===== config.mk =====
export PLATFORM = sky130hd
export DESIGN_NAME = demo_scene_sequencer_flat
export DESIGN_NICKNAME = d
export VERILOG_FILES = /design/src/rtl/demo_scene_sequencer_if.sv /design/src/rtl/demo_scene_sequencer.sv /design/src/flat_wrapper.sv
export SDC_FILE = /design/constraint.sdc
export NUM_CORES = 1
export LEC_CHECK = 0
export ABC_AREA = 1
export CAP_MARGIN = 15
export CORE_UTILIZATION = 60
export DETAILED_ROUTE_END_ITERATION = 8
export DONT_BUFFER_PORTS = 1
export PLACE_DENSITY = 0.76
export SLEW_MARGIN = 10
export SYNTH_ARGS = -nofsm -noshare
export SYNTH_HDL_FRONTEND = slang
export SYNTH_SLANG_ARGS = --single-unit

===== constraint.sdc =====
create_clock -name clk -period 1.84 [get_ports clk]
set_clock_uncertainty 0.2 [all_clocks]
set_input_delay 0.092 -clock clk [delete_from_list [all_inputs] [get_ports clk]]
set_output_delay 0.092 -clock clk [all_outputs]
set_load 0.01 [all_outputs]

===== src/rtl/demo_scene_sequencer_if.sv =====
// demo_scene_sequencer_if: control bundle between the frame scheduler and its
// user. The master side drives frame_tick/pause/skip and observes the per-frame
// control values; the slave side (the sequencer) does the opposite.
interface demo_scene_sequencer_if;
  logic       frame_tick;
  logic       pause;
  logic       skip;
  logic [1:0] scene;
  logic [7:0] scene_frame;
  logic [9:0] scroll_x;
  logic [1:0] fade;
  logic       transition;

  modport master (
    output frame_tick, pause, skip,
    input  scene, scene_frame, scroll_x, fade, transition
  );

  modport slave (
    input  frame_tick, pause, skip,
    output scene, scene_frame, scroll_x, fade, transition
  );
endinterface


===== src/rtl/demo_scene_sequencer.sv =====
// demo_scene_sequencer: frame-rate scheduler for the VGA demoscene datapath.
// Counts frame ticks, steps through NUM_SCENES scenes and produces registered
// per-frame control values (scene, scene_frame, scroll_x, fade, transition),
// which therefore only move on frame boundaries.
// Build option FADE_EN: when defined, scene changes run a FADE_OUT/FADE_IN
// brightness sequence; when undefined, scenes cut on the transition tick and
// fade/transition are constant (3 and 0).
module demo_scene_sequencer #(
  parameter int NUM_SCENES   = 4,
  parameter int SCENE_FRAMES = 240,
  parameter int FADE_STEP    = 4,
  parameter int SCROLL_STEP  = 1
) (
  input  logic                  clk,
  input  logic                  reset,
  demo_scene_sequencer_if.slave io_bus
);

  // Parameter range guards: an out-of-range value elaborates a named, empty
  // scope that stands out in the elaborated hierarchy.
  if (NUM_SCENES < 1 || NUM_SCENES > 4) begin : g_bad_num_scenes
  end
  if (SCENE_FRAMES < 2 || SCENE_FRAMES > 255) begin : g_bad_scene_frames
  end
  if (FADE_STEP < 1 || FADE_STEP > 16) begin : g_bad_fade_step
  end
  if (SCROLL_STEP < 0 || SCROLL_STEP > 1023) begin : g_bad_scroll_step
  end

  localparam logic [1:0] LAST_SCENE = 2'(NUM_SCENES - 1);
  localparam logic [7:0] LAST_FRAME = 8'(SCENE_FRAMES - 1);
  localparam logic [9:0] SCROLL_INC = 10'(SCROLL_STEP);

  logic [1:0] r_scene,        w_scene_nxt;
  logic [7:0] r_scene_frame,  w_scene_frame_nxt;
  logic [9:0] r_scroll_x,     w_scroll_x_nxt;
  logic       r_skip_pending, w_skip_pending_nxt;

  logic       w_tick;       // frame tick that is not masked by pause
  logic       w_in_run;     // sequencer is showing a scene (not fading)
  logic       w_skip_latch; // skip request to remember until the next tick
  logic       w_end_scene;  // a tick in RUN now would start a transition
  logic [1:0] w_scene_adv;  // scene index after the next advance

  assign w_tick       = io_bus.frame_tick & ~io_bus.pause;
  assign w_skip_latch = w_in_run & io_bus.skip & ~io_bus.pause;
  assign w_end_scene  = (r_scene_frame == LAST_FRAME) | r_skip_pending | io_bus.skip;
  assign w_scene_adv  = (r_scene == LAST_SCENE) ? 2'd0 : r_scene + 2'd1;

`ifdef FADE_EN
  typedef enum logic [1:0] {
    S_RUN      = 2'd0,
    S_FADE_OUT = 2'd1,
    S_FADE_IN  = 2'd2
  } state_t;

  localparam logic [3:0] LAST_STEP = 4'(FADE_STEP - 1);

  state_t     r_state, w_state_nxt;
  logic [3:0] r_step,       w_step_nxt;
  logic [1:0] r_fade,       w_fade_nxt;
  logic       r_transition, w_transition_nxt;
  logic       w_step_last;

  assign w_in_run    = (r_state == S_RUN);
  assign w_step_last = (r_step == LAST_STEP);

  // State register: back to RUN on reset.
  // NOTE: sequential state uses non-blocking assignments so every register
  // updates from pre-edge values regardless of statement order.
  always_ff @(posedge clk) begin
    if (reset) r_state <= S_RUN;
    else       r_state <= w_state_nxt;
  end

  // Next-state decode: the FSM only moves on an unpaused frame tick.
  always_comb begin
    // NOTE: a default assignment before any branch keeps this block free of
    // inferred latches.
    w_state_nxt = r_state;
    if (w_tick) begin
      case (r_state)
        S_RUN:      if (w_end_scene)                   w_state_nxt = S_FADE_OUT;
        S_FADE_OUT: if (w_step_last && r_fade == 2'd0) w_state_nxt = S_FADE_IN;
        S_FADE_IN:  if (w_step_last && r_fade == 2'd2) w_state_nxt = S_RUN;
        default:                                       w_state_nxt = S_RUN;
      endcase
    end
  end
`else
  assign w_in_run = 1'b1;
`endif

  // Output/datapath decode: next values of all per-frame control registers.
  always_comb begin
    w_scene_nxt        = r_scene;
    w_scene_frame_nxt  = r_scene_frame;
    w_scroll_x_nxt     = r_scroll_x;
    w_skip_pending_nxt = r_skip_pending;
`ifdef FADE_EN
    w_step_nxt         = r_step;
    w_fade_nxt         = r_fade;
    w_transition_nxt   = r_transition;
`endif

    if (w_skip_latch) w_skip_pending_nxt = 1'b1;

    if (w_tick) begin
      // Scroll keeps moving through fades too; 10-bit wrap is natural.
      w_scroll_x_nxt = r_scroll_x + SCROLL_INC;
`ifdef FADE_EN
      case (r_state)
        S_RUN: begin
          if (w_end_scene) begin
            // Transition start: scene_frame and fade hold their values.
            w_skip_pending_nxt = 1'b0;
            w_step_nxt         = 4'd0;
            w_transition_nxt   = 1'b1;
          end else begin
            w_scene_frame_nxt = r_scene_frame + 8'd1;
          end
        end
        S_FADE_OUT: begin
          if (w_step_last) begin
            w_step_nxt = 4'd0;
            if (r_fade == 2'd0) begin
              w_scene_nxt       = w_scene_adv;
              w_scene_frame_nxt = 8'd0;
            end else begin
              w_fade_nxt = r_fade - 2'd1;
            end
          end else begin
            w_step_nxt = r_step + 4'd1;
          end
        end
        S_FADE_IN: begin
          w_scene_frame_nxt = r_scene_frame + 8'd1;
          if (w_step_last) begin
            w_step_nxt = 4'd0;
            w_fade_nxt = r_fade + 2'd1;
            if (r_fade == 2'd2) w_transition_nxt = 1'b0;
          end else begin
            w_step_nxt = r_step + 4'd1;
          end
        end
        default: ;
      endcase
`else
      if (w_end_scene) begin
        // Hard cut: the new scene starts on this very tick.
        w_skip_pending_nxt = 1'b0;
        w_scene_nxt        = w_scene_adv;
        w_scene_frame_nxt  = 8'd0;
      end else begin
        w_scene_frame_nxt = r_scene_frame + 8'd1;
      end
`endif
    end
  end

  // Datapath registers: reset wins over any tick or skip in the same cycle.
  always_ff @(posedge clk) begin
    if (reset) begin
      r_scene        <= 2'd0;
      r_scene_frame  <= 8'd0;
      r_scroll_x     <= 10'd0;
      r_skip_pending <= 1'b0;
`ifdef FADE_EN
      r_step         <= 4'd0;
      r_fade         <= 2'd3;
      r_transition   <= 1'b0;
`endif
    end else begin
      r_scene        <= w_scene_nxt;
      r_scene_frame  <= w_scene_frame_nxt;
      r_scroll_x     <= w_scroll_x_nxt;
      r_skip_pending <= w_skip_pending_nxt;
`ifdef FADE_EN
      r_step         <= w_step_nxt;
      r_fade         <= w_fade_nxt;
      r_transition   <= w_transition_nxt;
`endif
    end
  end

  assign io_bus.scene       = r_scene;
  assign io_bus.scene_frame = r_scene_frame;
  assign io_bus.scroll_x    = r_scroll_x;
`ifdef FADE_EN
  assign io_bus.fade        = r_fade;
  assign io_bus.transition  = r_transition;
`else
  assign io_bus.fade        = 2'd3;
  assign io_bus.transition  = 1'b0;
`endif

endmodule


===== src/flat_wrapper.sv =====
// flat-port wrapper written by rule: the top's interface ports become plain ports
module demo_scene_sequencer_flat 
#(
  parameter int NUM_SCENES   = 4,
  parameter int SCENE_FRAMES = 240,
  parameter int FADE_STEP    = 4,
  parameter int SCROLL_STEP  = 1
)
  (clk, reset, io_bus_frame_tick, io_bus_pause, io_bus_skip, io_bus_scene, io_bus_scene_frame, io_bus_scroll_x, io_bus_fade, io_bus_transition);
  demo_scene_sequencer_if io_bus_i ();
  input  logic clk;
  input  logic reset;
  input wire logic [$bits(io_bus_i.frame_tick)-1:0] io_bus_frame_tick;
  input wire logic [$bits(io_bus_i.pause)-1:0] io_bus_pause;
  input wire logic [$bits(io_bus_i.skip)-1:0] io_bus_skip;
  output wire logic [$bits(io_bus_i.scene)-1:0] io_bus_scene;
  output wire logic [$bits(io_bus_i.scene_frame)-1:0] io_bus_scene_frame;
  output wire logic [$bits(io_bus_i.scroll_x)-1:0] io_bus_scroll_x;
  output wire logic [$bits(io_bus_i.fade)-1:0] io_bus_fade;
  output wire logic [$bits(io_bus_i.transition)-1:0] io_bus_transition;
  assign io_bus_i.frame_tick = io_bus_frame_tick;
  assign io_bus_i.pause = io_bus_pause;
  assign io_bus_i.skip = io_bus_skip;
  assign io_bus_scene = io_bus_i.scene;
  assign io_bus_scene_frame = io_bus_i.scene_frame;
  assign io_bus_scroll_x = io_bus_i.scroll_x;
  assign io_bus_fade = io_bus_i.fade;
  assign io_bus_transition = io_bus_i.transition;
  demo_scene_sequencer #(.NUM_SCENES(NUM_SCENES), .SCENE_FRAMES(SCENE_FRAMES), .FADE_STEP(FADE_STEP), .SCROLL_STEP(SCROLL_STEP)) u_core (.clk(clk), .reset(reset), .io_bus(io_bus_i));
endmodule

Yosys cells after proc, flatten, opt, wreduce, memory -nomap -nowiden
Index checks and enable logic that the tools add are counted.

Register bits: 21. Latch bits: 0. Memory bits (writable): 0. Bits in read-only memories: 0. Input bits: 5. Output and inout port bits: 23. Word-level logic and storage cells: 20. Memories: 0.

Add/subtract/negate cells: 3. Multipliers: 0. Divide/modulo/power cells: 0. Magnitude comparators: 0. Equality and inequality tests: 2. Shift operators: 0. Muxes and demuxes: 5. Bitwise operators: 5. Reduce and logical (&&, ||, !) cells: 1.

Operators by type and width (count): $add A10 B1 Y10 const B (1); $add A8 B1 Y8 const B (1); $eq A8 B8 Y1 const B (1); $mux W8 (1); $mux W1 (3); $add A2 B1 Y2 const B (1); $and A1 B1 Y1 (2); $eq A2 B2 Y1 const B (1); $mux W2 (1); $or A1 B1 Y1 (2); $reduce_and A2 Y1 (1); $not A1 Y1 (1).

Logic depth before layout (Yosys ltp)
Depth in word-level cells: 5. Mapped depth: 8. Depth with buffers taken out: 8.

Worst setup path after synthesis
OpenSTA, ideal clock, no wires.

Path kind: reg-to-reg. From: register u_core.r_scene_frame[0], in the netlist u_core.io_bus.scene_frame[0]. To: register u_core.r_scene_frame[4], in the netlist u_core.io_bus.scene_frame[4]. Library setup time: 0.115 ns. Arrival: 1.107 ns. Data required time: 1.525 ns. Setup slack: 0.417 ns. Stages on the path, launching flop included: 9. Buffers on the path: 0. Clock period less this slack: 1.423 ns. Path through: dfxtp_1 ha_1 nand2_1 nor2_1 nand2_1 nand2_2 nand2_2 nand2_2 nor2_1.

Word-level cells in the longest chain between the ends: 4.

RTL lines: start, declared (RTL line demo_scene_sequencer.sv:35) `logic [7:0] r_scene_frame, w_scene_frame_nxt;`; start signal, assigned (RTL line demo_scene_sequencer.sv:175) `r_scene_frame <= w_scene_frame_nxt;`; parallel branches: the longest is 3 deep, another holds $add A8 B1 Y8; $mux W8 (*) (RTL line demo_scene_sequencer.sv:149) `if (w_end_scene) begin`.

Mark *: on every way between the ends. A chain may end at the register's enable or synchronous reset.

Final worst setup path
From: input io_bus_frame_tick. To: register u_core.r_scroll_x[8], in the netlist u_core.io_bus.scroll_x[8].

Word-level cells in the longest chain between the ends: 1.

RTL lines: start, declared (RTL line flat_wrapper.sv:13) `input wire logic [$bits(io_bus_i.frame_tick)-1:0] io_bus_frame_tick;`; $and A1 B1 Y1 (RTL line demo_scene_sequencer.sv:45) `assign w_tick = io_bus.frame_tick & ~io_bus.pause;`; end signal, assigned (RTL line demo_scene_sequencer.sv:176) `r_scroll_x <= w_scroll_x_nxt;`; end, declared (RTL line demo_scene_sequencer.sv:36) `logic [9:0] r_scroll_x, w_scroll_x_nxt;`.

Every way passes these cells.

==> impl_summary.md <==
Die
The die outline height is 44.9 um. The standard-cell row count is 15. The initial utilization of the core area, before any placement, comes to 0.640.

The I/O pin count is 28. The total die area is 2020 um2. The floorplan step set the die width to 44.9 um.

The placeable core region is 1730 um2.

Place
The final HPWL from detailed placement is 1560 um. The number of buffers inserted by port buffering is 0. The global placement routability congestion is 0.881.

The number of placed instances, taps included, is 178. The post-place setup slack is 0.300 ns. In this run the cell area measured after placement is 1100 um2.

Worst setup path
The start of the worst register-to-register path is u_core.io_bus.scene_frame[1]. The number of cells on the worst reg-to-reg path is 8. The worst setup path is launched from an input pin. Along the worst path, the maximum fanout reaches 15. The data required time of the critical path is 1.84 ns.

Across all register-to-register paths, the minimum setup slack is 0.28 ns. The startpoint-to-endpoint class of the critical path is in -> reg. The capturing element type of the critical path is a flop. The worst flop-to-flop path endpoint is u_core.io_bus.scene_frame[4]. The data arrival time at the worst-slack endpoint is 1.59 ns.

Drt
For this run, the detailed router's first-pass iteration total came to 4. The remaining number of nets flagged by the antenna check after routing is 0. The routed wire length is 2080 um.

For this run, design rule violations remaining after detail routing come to 0. Using the TritonRoute via totals, the vias-per-cell ratio works out to 5.08. The iteration-0 DRC count of the detailed router is 10.

The average wire length per cell after detail routing is 11.2 um. Across all layers, the routed design uses 944 vias.

Finish
The final non-filler cell area is 1170 um2. The filler cells instantiated in the layout total 145. The count of inserted antenna diode cells is 0.

Across the whole layout, storage elements account for 420 um2. From synthesis to final layout, the design area changed by 5.66%. The net count reported at finish is 170. The multi-input combinational cell area is 571 um2. The post-layout instance count excluding filler cells is 186. The fraction of layout instances using a drive strength above 1 is 0.0994.

Worst hold path
In this run the most critical hold path is launched from u_core.r_skip_pending. The hold-critical path depth is 2. The class of the worst hold path is reg -> reg. The terminating pin of the worst hold path is u_core.r_skip_pending.

Timing
The count of final max-slew check failures is 0. The final period demand of the worst path is 1.58 ns. The hold violation count in the final report was 0. The fmax is 0.632 GHz.

The number of failing setup endpoints in the final timing report is 0. The portion of the clock cycle consumed by the worst path in the final layout is 0.860. Across all setup checks in the final design, the least slack found is 0.258 ns. The final total negative setup slack is 0 ns.

Setup repair after global routing left no endpoint under its margin.

CTS
For this design, the sink count on the clock tree is 21. The clock transition at the registers of the reported paths is 0.11 ns. TritonCTS built the clock tree. The number of post-CTS setup repair buffers is 0.

Clock latency on the worst-skew pair, taken at its later pin, is 0.29 ns. The cell at the root of the clock tree is sky130_fd_sc_hd__clkbuf_4. In this run the number of H-tree levels came out at 1. The clock passes through at most 2 buffers. The number of clock buffers inserted by TritonCTS is 3.

Job
Across the run, the number of max-cap violations was 0.

GRT
The largest net degree at the start of global routing is 16. Across every metal layer, demand over resource in global routing totals 0.238. The first global-routing pass estimated 3570 um of wire. The total congestion overflow after global routing is 0. The number of antenna violations at the first check in global routing is 0. The number of global-route vias before repair came to 874.

Synth
The most used flip-flop cell after synthesis is sky130_fd_sc_hd__dfxtp_1. The portion of the post-synthesis area used by sequential elements is 0.381. Counting flops with a built-in enable in the synthesized netlist gives 0. The number of library cell types mapped by synthesis is 27. The synthesized instance count is 157. A synthesized cell averages 7.04 um2. The proportion of synthesized flip-flops having asynchronous set or reset is 0. In this run the cell area of the synthesized design comes to 1100 um2.

The count of yosys warnings during synthesis is 0. Counting flops and latches in the post-synthesis netlist gives 21.

Power
Across the VDD grid, the largest voltage drop is 490 uV. In this run the power density over the cells is 654 nW/um2. The sum of internal, switching and leakage power is 0.763 mW. The analysis attributes to cell leakage a power of 0.499 nW.

Status
The flow ran to the end, and the final reports show no timing, DRC or antenna violations.
layout make-up:
cell class,instances,area share
multi-input combinational,112,0.489
sequential,21,0.360
inverter,19,0.0611
timing repair buffer,5,0.0407
tap,25,0.0268
clock buffer,4,0.0225
how the worst max path moves through the flow:
stage | depth (start not counted) | startpoint | end
final | 8 | io_bus_frame_tick | u_core.io_bus.scroll_x[8]
after global routing | 8 | u_core.io_bus.scene_frame[1] | u_core.io_bus.scene_frame[6]
after CTS | 8 | io_bus_frame_tick | u_core.io_bus.scroll_x[8]
after detailed placement | 8 | u_core.io_bus.scene_frame[1] | u_core.io_bus.scene_frame[4]
after floorplan | 8 | u_core.io_bus.scene_frame[0] | u_core.io_bus.scene_frame[4]
after global placement | 8 | u_core.io_bus.scene_frame[1] | u_core.io_bus.scene_frame[6]
power breakdown:
part | internal, mW | switching [mW]
clock | 0.0842 | 0.132
sequential | 0.464 | 0.0122
combinational | 0.0260 | 0.0444
total | 0.574 | 0.189
metrics by stage:
step                hold WS (ns)   util
floorplan                 0.0829      -
global placement         -0.0367  0.638
detailed placement       -0.0352  0.638
CTS                        0.340  0.676
global route               0.381  0.676
finish                     0.343  0.676
synthesized netlist by cell type, types with 3 or more instances:
master / number / area [um2]
sky130_fd_sc_hd__nor2_1: 29 / 109
sky130_fd_sc_hd__nand4_1: 5 / 31.3
sky130_fd_sc_hd__xor2_1: 4 / 35.0
sky130_fd_sc_hd__nand2_1: 32 / 120
sky130_fd_sc_hd__nand2_2: 5 / 31.3
sky130_fd_sc_hd__o21bai_1: 3 / 22.5
sky130_fd_sc_hd__nand3_1: 9 / 45.0
sky130_fd_sc_hd__a21oi_1: 6 / 30.0
sky130_fd_sc_hd__inv_1: 16 / 60.1
sky130_fd_sc_hd__buf_4: 4 / 30.0
sky130_fd_sc_hd__ha_1: 3 / 37.5
sky130_fd_sc_hd__dfxtp_1: 21 / 420
sequential cells by signal, summed over array words and instances (netlist names):
name,flops
u_core.io_bus.scene_frame,8
u_core.io_bus.scene,2
u_core.io_bus.scroll_x,10
u_core.r_skip_pending,1
placed cells by master (no fill, tap or decap), types with 2 or more instances in the layout:
master	netlist	routed
sky130_fd_sc_hd__ha_1	3	3
sky130_fd_sc_hd__inv_1	16	16
sky130_fd_sc_hd__inv_2	2	2
sky130_fd_sc_hd__xor2_1	4	4
sky130_fd_sc_hd__a21oi_1	6	6
sky130_fd_sc_hd__dlygate4sd3_1	0	4
sky130_fd_sc_hd__nand3_1	9	9
sky130_fd_sc_hd__clkbuf_4	0	3
sky130_fd_sc_hd__nand2_2	5	5
sky130_fd_sc_hd__dfxtp_1	21	21
sky130_fd_sc_hd__o21ai_0	2	2
sky130_fd_sc_hd__nor2_1	29	29
sky130_fd_sc_hd__nor3_1	2	2
sky130_fd_sc_hd__nand2_1	32	32
sky130_fd_sc_hd__conb_1	2	3
sky130_fd_sc_hd__nand4_1	5	5
sky130_fd_sc_hd__o21bai_1	3	3
sky130_fd_sc_hd__nor2_4	2	2
worst max-delay path: stages:
cell	delay [ns]
sky130_fd_sc_hd__dlygate4sd3_1	0.58
sky130_fd_sc_hd__inv_2	0.06
sky130_fd_sc_hd__nor2_4	0.30
sky130_fd_sc_hd__nand3_1	0.15
sky130_fd_sc_hd__nor2_1	0.18
sky130_fd_sc_hd__nand3_1	0.09
sky130_fd_sc_hd__nand2_1	0.08
sky130_fd_sc_hd__nor2_2	0.04
cell families (layout without fill, tap and decap cells):
kind of cell | count (synthesis) | after routing | share of synthesized area
DFF | 21 | 21 | 0.381
and+or+nand+nor | 88 | 88 | 0.367
other | 2 | 3 | 0.00680
AOI/OAI and AO/OA | 14 | 14 | 0.0736
xor gates and xnor gates | 4 | 4 | 0.0317
buffers and inverters | 25 | 28 | 0.106
adders and majority gates | 3 | 3 | 0.0340
metal layers:
layer  track usage  vias up  routed length [um]
met5             0        -                   0
met4        0.0970        0                  15
met3        0.0760        2                 121
met2         0.397       22                1030
met1         0.284      427                 916
li1              -      493                   -
what timing repair did:
item / 4_1_cts / 5_1_grt
hold endpoints to repair: 21 / 0
hold buffers: 4 / 0
gates resized for setup: 0 / 0
No activity file was read; power rests on OpenSTA's default activity.
